### config.mk
export PLATFORM = sky130hd
export DESIGN_NAME = rb_osc1_sweep
export DESIGN_NICKNAME = d
export VERILOG_FILES = /design/src/rtl/rb_pkg.sv /design/src/rtl/rb_clamp_addsub.sv /design/src/rtl/rb_osc1_sweep.sv
export SDC_FILE = /design/constraint.sdc
export NUM_CORES = 1
export LEC_CHECK = 0
export ABC_AREA = 0
export BUFFER_PORTS_ARGS = -buffer_cell sky130_fd_sc_hd__buf_2
export CAP_MARGIN = 15
export CORE_MARGIN = 5
export CORE_UTILIZATION = 50
export DETAILED_ROUTE_END_ITERATION = 16
export PLACE_DENSITY = 0.8
export SKIP_CTS_REPAIR_TIMING = 1
export SYNTH_ARGS = -nofsm -noshare
export SYNTH_HDL_FRONTEND = slang
export SYNTH_SLANG_ARGS = --single-unit
### constraint.sdc
create_clock -name clk_adc_125mhz -period 8.4 [get_ports clk_adc_125mhz]
set_input_delay 1.68 -clock clk_adc_125mhz [delete_from_list [all_inputs] [get_ports clk_adc_125mhz]]
set_output_delay 1.68 -clock clk_adc_125mhz [all_outputs]
set_load 0.005 [all_outputs]
### src/rtl/rb_pkg.sv
// Shared types and constants for the RB signal-generator blocks.
// Holds the OSC1 sweep state encoding and the DDS increment width.
package rb_pkg;

   localparam int RB_OSC1_INC_W = 48;
   localparam int RB_SWP_STEP_W = 32;
   localparam int RB_SWP_DWELL_W = 16;
   localparam int RB_SWP_CNT_W = 16;

   typedef enum logic [1:0] {
      RB_SWP_IDLE,
      RB_SWP_EMIT,
      RB_SWP_DWELL,
      RB_SWP_FIN
   } rb_swp_state_t;

endpackage

### src/rtl/rb_clamp_addsub.sv
// Add or subtract with one extra carry bit, clamped to a window.
// Upward results saturate at hi, downward results at lo (incl. borrow).
module rb_clamp_addsub
   import rb_pkg::*;
#(
   parameter int W = RB_OSC1_INC_W
) (
   input  logic [W-1:0] a,
   input  logic [W-1:0] b,
   input  logic [W-1:0] lo,
   input  logic [W-1:0] hi,
   input  logic         sub,
   output logic [W-1:0] y
);

   logic [W:0] s;

   always_comb begin
      s = sub ? ({1'b0, a} - {1'b0, b}) : ({1'b0, a} + {1'b0, b});
      y = s[W-1:0];
      if (sub) begin
         if (s[W] || (s[W-1:0] <= lo)) y = lo;
      end else if (s >= {1'b0, hi}) begin
         y = hi;
      end
   end

endmodule

### src/rtl/rb_osc1_sweep.sv
// OSC1 phase-increment sweep source: linear start->stop ramp with
// per-step dwell, single-shot / repeat / up-down modes, AXI-S output.
module rb_osc1_sweep
   import rb_pkg::*;
#(
   parameter int INC_W   = RB_OSC1_INC_W,
   parameter int STEP_W  = RB_SWP_STEP_W,
   parameter int DWELL_W = RB_SWP_DWELL_W
) (
   input  logic               clk_adc_125mhz,
   input  logic               adc_rstn_i,
   input  logic [INC_W-1:0]   cfg_start_inc,
   input  logic [INC_W-1:0]   cfg_stop_inc,
   input  logic [STEP_W-1:0]  cfg_step,
   input  logic [DWELL_W-1:0] cfg_dwell,
   input  logic               cfg_repeat,
   input  logic               cfg_bidir,
   input  logic               start,
   input  logic               abort,
   output logic               m_axis_tvalid,
   input  logic               m_axis_tready,
   output logic [INC_W-1:0]   m_axis_tdata,
   output logic               busy,
   output logic               done,
   output logic               cfg_err,
   output logic [15:0]        step_cnt
);

   rb_swp_state_t state, state_n;

   logic [INC_W-1:0]   start_q, stop_q, pend, nxt, sum;
   logic [STEP_W-1:0]  step_q;
   logic [DWELL_W-1:0] dwell_q, cnt;
   logic rep_q, bidir_q, dir_dn, dir_n;
   logic hs, term, reload, bad, arm;

   assign m_axis_tvalid = (state == RB_SWP_EMIT);
   assign busy = (state != RB_SWP_IDLE);
   assign hs = m_axis_tvalid & m_axis_tready;
   assign arm = (state == RB_SWP_IDLE) & start & ~abort;
   assign bad = (cfg_start_inc > cfg_stop_inc)
              | ((cfg_step == '0) & (cfg_start_inc != cfg_stop_inc));

   // At a leg end the current beat equals the limit, so the same
   // adder serves both the turn-around and the regular step.
   rb_clamp_addsub #(.W(INC_W)) u_clamp (
      .a   (m_axis_tdata),
      .b   (INC_W'(step_q)),
      .lo  (start_q),
      .hi  (stop_q),
      .sub (dir_n),
      .y   (sum)
   );

   assign nxt = reload ? start_q : sum;

   always_ff @(posedge clk_adc_125mhz or negedge adc_rstn_i) begin
      if (!adc_rstn_i) state <= RB_SWP_IDLE;
      else             state <= state_n;
   end

   always_comb begin
      state_n = state;
      dir_n = dir_dn;
      reload = 1'b0;
      term = 1'b0;
      if (!dir_dn && (m_axis_tdata == stop_q)) begin
         if (bidir_q && (start_q != stop_q)) dir_n = 1'b1;
         else if (rep_q)                     reload = 1'b1;
         else                                term = 1'b1;
      end else if (dir_dn && (m_axis_tdata == start_q)) begin
         if (rep_q) dir_n = 1'b0;
         else       term = 1'b1;
      end
      unique case (state)
         RB_SWP_IDLE: begin
            if (arm && !bad) state_n = RB_SWP_EMIT;
         end
         RB_SWP_EMIT: begin
            if (hs) begin
               if (term)                 state_n = RB_SWP_FIN;
               else if (dwell_q == '0)   state_n = RB_SWP_EMIT;
               else                      state_n = RB_SWP_DWELL;
            end
         end
         RB_SWP_DWELL: begin
            if (cnt == '0) state_n = RB_SWP_EMIT;
         end
         RB_SWP_FIN: state_n = RB_SWP_IDLE;
      endcase
      if (abort) state_n = RB_SWP_IDLE;
   end

   always_ff @(posedge clk_adc_125mhz or negedge adc_rstn_i) begin
      if (!adc_rstn_i) begin
         start_q      <= '0;
         stop_q       <= '0;
         step_q       <= '0;
         dwell_q      <= '0;
         rep_q        <= 1'b0;
         bidir_q      <= 1'b0;
         dir_dn       <= 1'b0;
         pend         <= '0;
         cnt          <= '0;
         m_axis_tdata <= '0;
         done         <= 1'b0;
         cfg_err      <= 1'b0;
         step_cnt     <= '0;
      end else begin
         done <= 1'b0;
         if (arm) begin
            start_q <= cfg_start_inc;
            stop_q  <= cfg_stop_inc;
            step_q  <= cfg_step;
            dwell_q <= cfg_dwell;
            rep_q   <= cfg_repeat;
            bidir_q <= cfg_bidir;
            if (bad) begin
               cfg_err <= 1'b1;
            end else begin
               cfg_err      <= 1'b0;
               step_cnt     <= '0;
               m_axis_tdata <= cfg_start_inc;
               dir_dn       <= 1'b0;
            end
         end else if (!abort) begin
            if (hs) begin
               if (step_cnt != '1) step_cnt <= step_cnt + 16'd1;
               dir_dn <= dir_n;
               if (term) begin
                  done <= 1'b1;
               end else if (dwell_q == '0) begin
                  m_axis_tdata <= nxt;
               end else begin
                  pend <= nxt;
                  cnt  <= dwell_q - DWELL_W'(1);
               end
            end else if (state == RB_SWP_DWELL) begin
               if (cnt == '0) m_axis_tdata <= pend;
               else           cnt <= cnt - DWELL_W'(1);
            end
         end
      end
   end

endmodule

==> impl_metrics.csv <==
group,metric,value,unit
die,dieWidth,218,um
route,vias,23800,
worst_setup_path,cp.arrival,8.69,ns
worst_setup_path,cpMaxStageDelayCell,"or4_4",
global_routing,antenna_found_initial,10,
route,drtPass1Iterations,8,
timing,fmax,0.122,GHz
clock_tree,clock_latency,0.57,ns
place,gp_congestion,1.05,
logic_synthesis,synth_warnings,0,
timing,hold_viol,0,
place,dpl-instance-area,26600,um^2
route,via_per_inst,6.10,
timing,slew_violations,0,
timing,fin_ws,0.174,ns
min_path,hold_class,"reg2reg",
worst_setup_path,cp.required,8.86,ns
logic_synthesis,syn_nets,3012,
route,post_drt_wl_per_cell,24.7,um
cells_and_area,areaGrowthSynthToFinish,30.7,%
die,io_pins,219,
worst_setup_path,critical_path_class,"reg2reg",
cells_and_area,drive_gt1_share,25.1,%
clock_tree,cts_tree,"built",
power,power.density,391,nW/um^2
logic_synthesis,synth_ff_type,"dfrtp_1",
logic_synthesis,seq_area_frac_synth,32.4,%
place,hpwl,76400,um
cells_and_area,fin_area,28200,um^2
timing,setup_violations,0,
route,wl,96200,um
die,die_area,47300,um^2
route,drc,0,
worst_setup_path,endpoint_kind,"flip-flop",
global_routing,grt_pass1_vias,23300,
global_routing,grt_overflow,0,
outcome,status,"completed",
logic_synthesis,syn_area,21500,um^2
logic_synthesis,async_flop_share,100,%
logic_synthesis,synth-edff-count,0,
clock_tree,cts_buffer_depth,3,
route,drtIter0Drc,2777,
place,io_buffers,218,
timing,hold_ws,0.479,ns
worst_setup_path,slowest_delay,0.58,ns
timing,worstMarginPinSlew,1.19,ns
route,ant_nets,0,
timing,skew,0.0133,ns
cells_and_area,antenna_cells,0,
worst_setup_path,cp_max_fo,17,
logic_synthesis,synth_cells,2665,
place,place_inst,3828,
cells_and_area,regArea,6980,um^2
die,core_area,42900,um^2
logic_synthesis,synth.avg_cell_area,8.09,um^2
logic_synthesis,ys_ff_latch,279,
timing,slew_headroom,20.9,%
timing,finalCritPeriodShare,97.9,%
worst_setup_path,start_kind,"flip-flop",
die,die_h,218,um
die,rows,76,
cells_and_area,multi_input_area,13700,um^2
die,initial_core_util,50.2,%
cells_and_area,layout.nets,3634,
flow_run,cap_violations,0,
clock_tree,htree_levels,2,
timing,post-route-min-period,8.23,ns
global_routing,grt_max_degree,159,
worst_setup_path,critPathMostFrequentCell,"buf_4",
power,ir_drop,0.263,mV
power,p_leak,14.1,nW
clock_tree,clkTransAtPathRegs,0.06,ns
global_routing,grt.total_usage,39.5,%
cells_and_area,n_fill_cell,3588,
logic_synthesis,synth_cell_types,80,
clock_tree,numClockSinks,279,
clock_tree,numCtsBuffers,37,
clock_tree,cts_root_buf,"clkbuf_16",
place,place_ws,-0.436,ns
global_routing,grt_first_pass_wirelength,143000,um
timing,rsz0062_at_grt,"yes",
cells_and_area,final_cells,3898,
-- cells in the mapped netlist, drive strengths merged (8+ instances only) --
cell    instances  area (um^2)
a211oi         17          128
a21boi          8         60.1
a21o           41          308
a21oi         140          701
a31oi          18          113
a41oi          32          280
and3           13         81.3
and4            8         70.1
buf            16         76.3
clkbuf         95          359
dfrtp         279         6980
ha            195         2440
inv           177          664
mux2i          17          170
nand2         476         1790
nand2b         53          332
nand3          71          355
nand4          59          369
nor2          136          510
nor2b          14         95.1
nor3           46          240
nor4           56          372
o211ai         15          113
o21a            9         67.6
o21ai         251         1260
o21bai         14          105
o22a           36          315
o22ai          10         68.8
o31ai          25          188
or2            10         62.6
or3            11         73.8
xnor2          44          385
xor2          181         1590
-- cell families (layout without fill, tap and decap cells) --
| logic type | Yosys count | count (layout) | synth area share, % |
|---|---|---|---|
| flip-flops | 279 | 279 | 32.4 |
| multiplexers | 20 | 20 | 0.946 |
| AO/OA/AOI/OAI | 682 | 682 | 20.0 |
| adder cells (fa/ha/maj) | 196 | 196 | 11.4 |
| XOR/XNOR | 225 | 225 | 9.15 |
| AND/OR/NAND/NOR | 973 | 973 | 20.9 |
| buffers and inverters | 290 | 938 | 5.14 |
-- path summary, 6_finish.rpt --
check | end | start | slack (ns) | depth (start not counted)
max | m_axis_tdata[21] | m_axis_tdata[42] | 0.17 | 34
min | pend[46] | pend[46] | 0.48 | 2
max reg2reg | m_axis_tdata[21] | m_axis_tdata[42] | 0.17 | 34
min reg2reg | pend[46] | pend[46] | 0.48 | 2
max in group asynchronous | stop_q[9] | adc_rstn_i | 5.97 | 2
min in group asynchronous | step_cnt[12] | adc_rstn_i | 1.04 | 1
-- per-stage QoR --
step	setup TNS, ns	total power, W	utilization (%)
5_1_grt	-0.279	0.0116	65.7
2_1_floorplan	0	0.00549	-
3_5_place_dp	-18.23	0.00900	62.1
4_1_cts	-24.08	0.0108	65.1
6_report	0	0.0110	65.7
3_3_place_gp	-12.62	0.00888	62.1
-- final cells by class --
cell class | count | share of cell area [%]
clock buffers | 44 | 3.52
repair buffers | 694 | 16.9
inverters | 179 | 2.39
flip-flops and latches | 279 | 24.8
clock inverters | 21 | 1.05
well taps | 585 | 2.60
multi-input cells | 2096 | 48.7
-- layout by cell type (no fill, tap or decap), types with 53 or more instances in the layout --
| master | netlist | layout |
|---|---|---|
| nand2_1 | 476 | 476 |
| buf_4 | 0 | 469 |
| dfrtp_1 | 279 | 279 |
| o21ai_0 | 248 | 239 |
| buf_2 | 7 | 217 |
| ha_1 | 195 | 195 |
| xor2_1 | 181 | 179 |
| inv_1 | 177 | 177 |
| nor2_1 | 136 | 134 |
| a21oi_1 | 140 | 131 |
| nand3_1 | 71 | 71 |
| nand4_1 | 59 | 59 |
| nand2b_1 | 53 | 53 |
-- state kept, by name, indices dropped and copies added, names as in the netlist, 2 cells and up --
signal        flops
cnt              16
dwell_q          16
m_axis_tdata     48
pend             48
start_q          48
state             2
step_cnt         16
step_q           32
stop_q           48
-- routing by layer --
metal	vias to the layer above	wire length, um	GRT usage, %
met5	-	120	0
met4	18	5270	18.0
met3	295	10300	9.94
met2	1334	41900	61.3
met1	11500	38600	52.3
li1	10700	-	-
-- worst max-delay path, delay by kind of cell (launching register included) --
kind / cells / cell delay [ns]
xor+xnor: 2 / 0.49
fa+ha+maj: 2 / 0.53
compound gates: 13 / 3.08
simple gates: 11 / 2.58
flops: 1 / 0.39
buf+inv: 6 / 1.02
-- power breakdown --
part | internal [W] | leakage (nW) | switching (W) | total [W]
registers | 0.00174 | 3.47 | 0.000438 | 0.00217
clock network | 0.00103 | 0.616 | 0.000668 | 0.00170
logic | 0.00316 | 10.1 | 0.00398 | 0.00715
No activity file was read; power rests on OpenSTA's default activity.
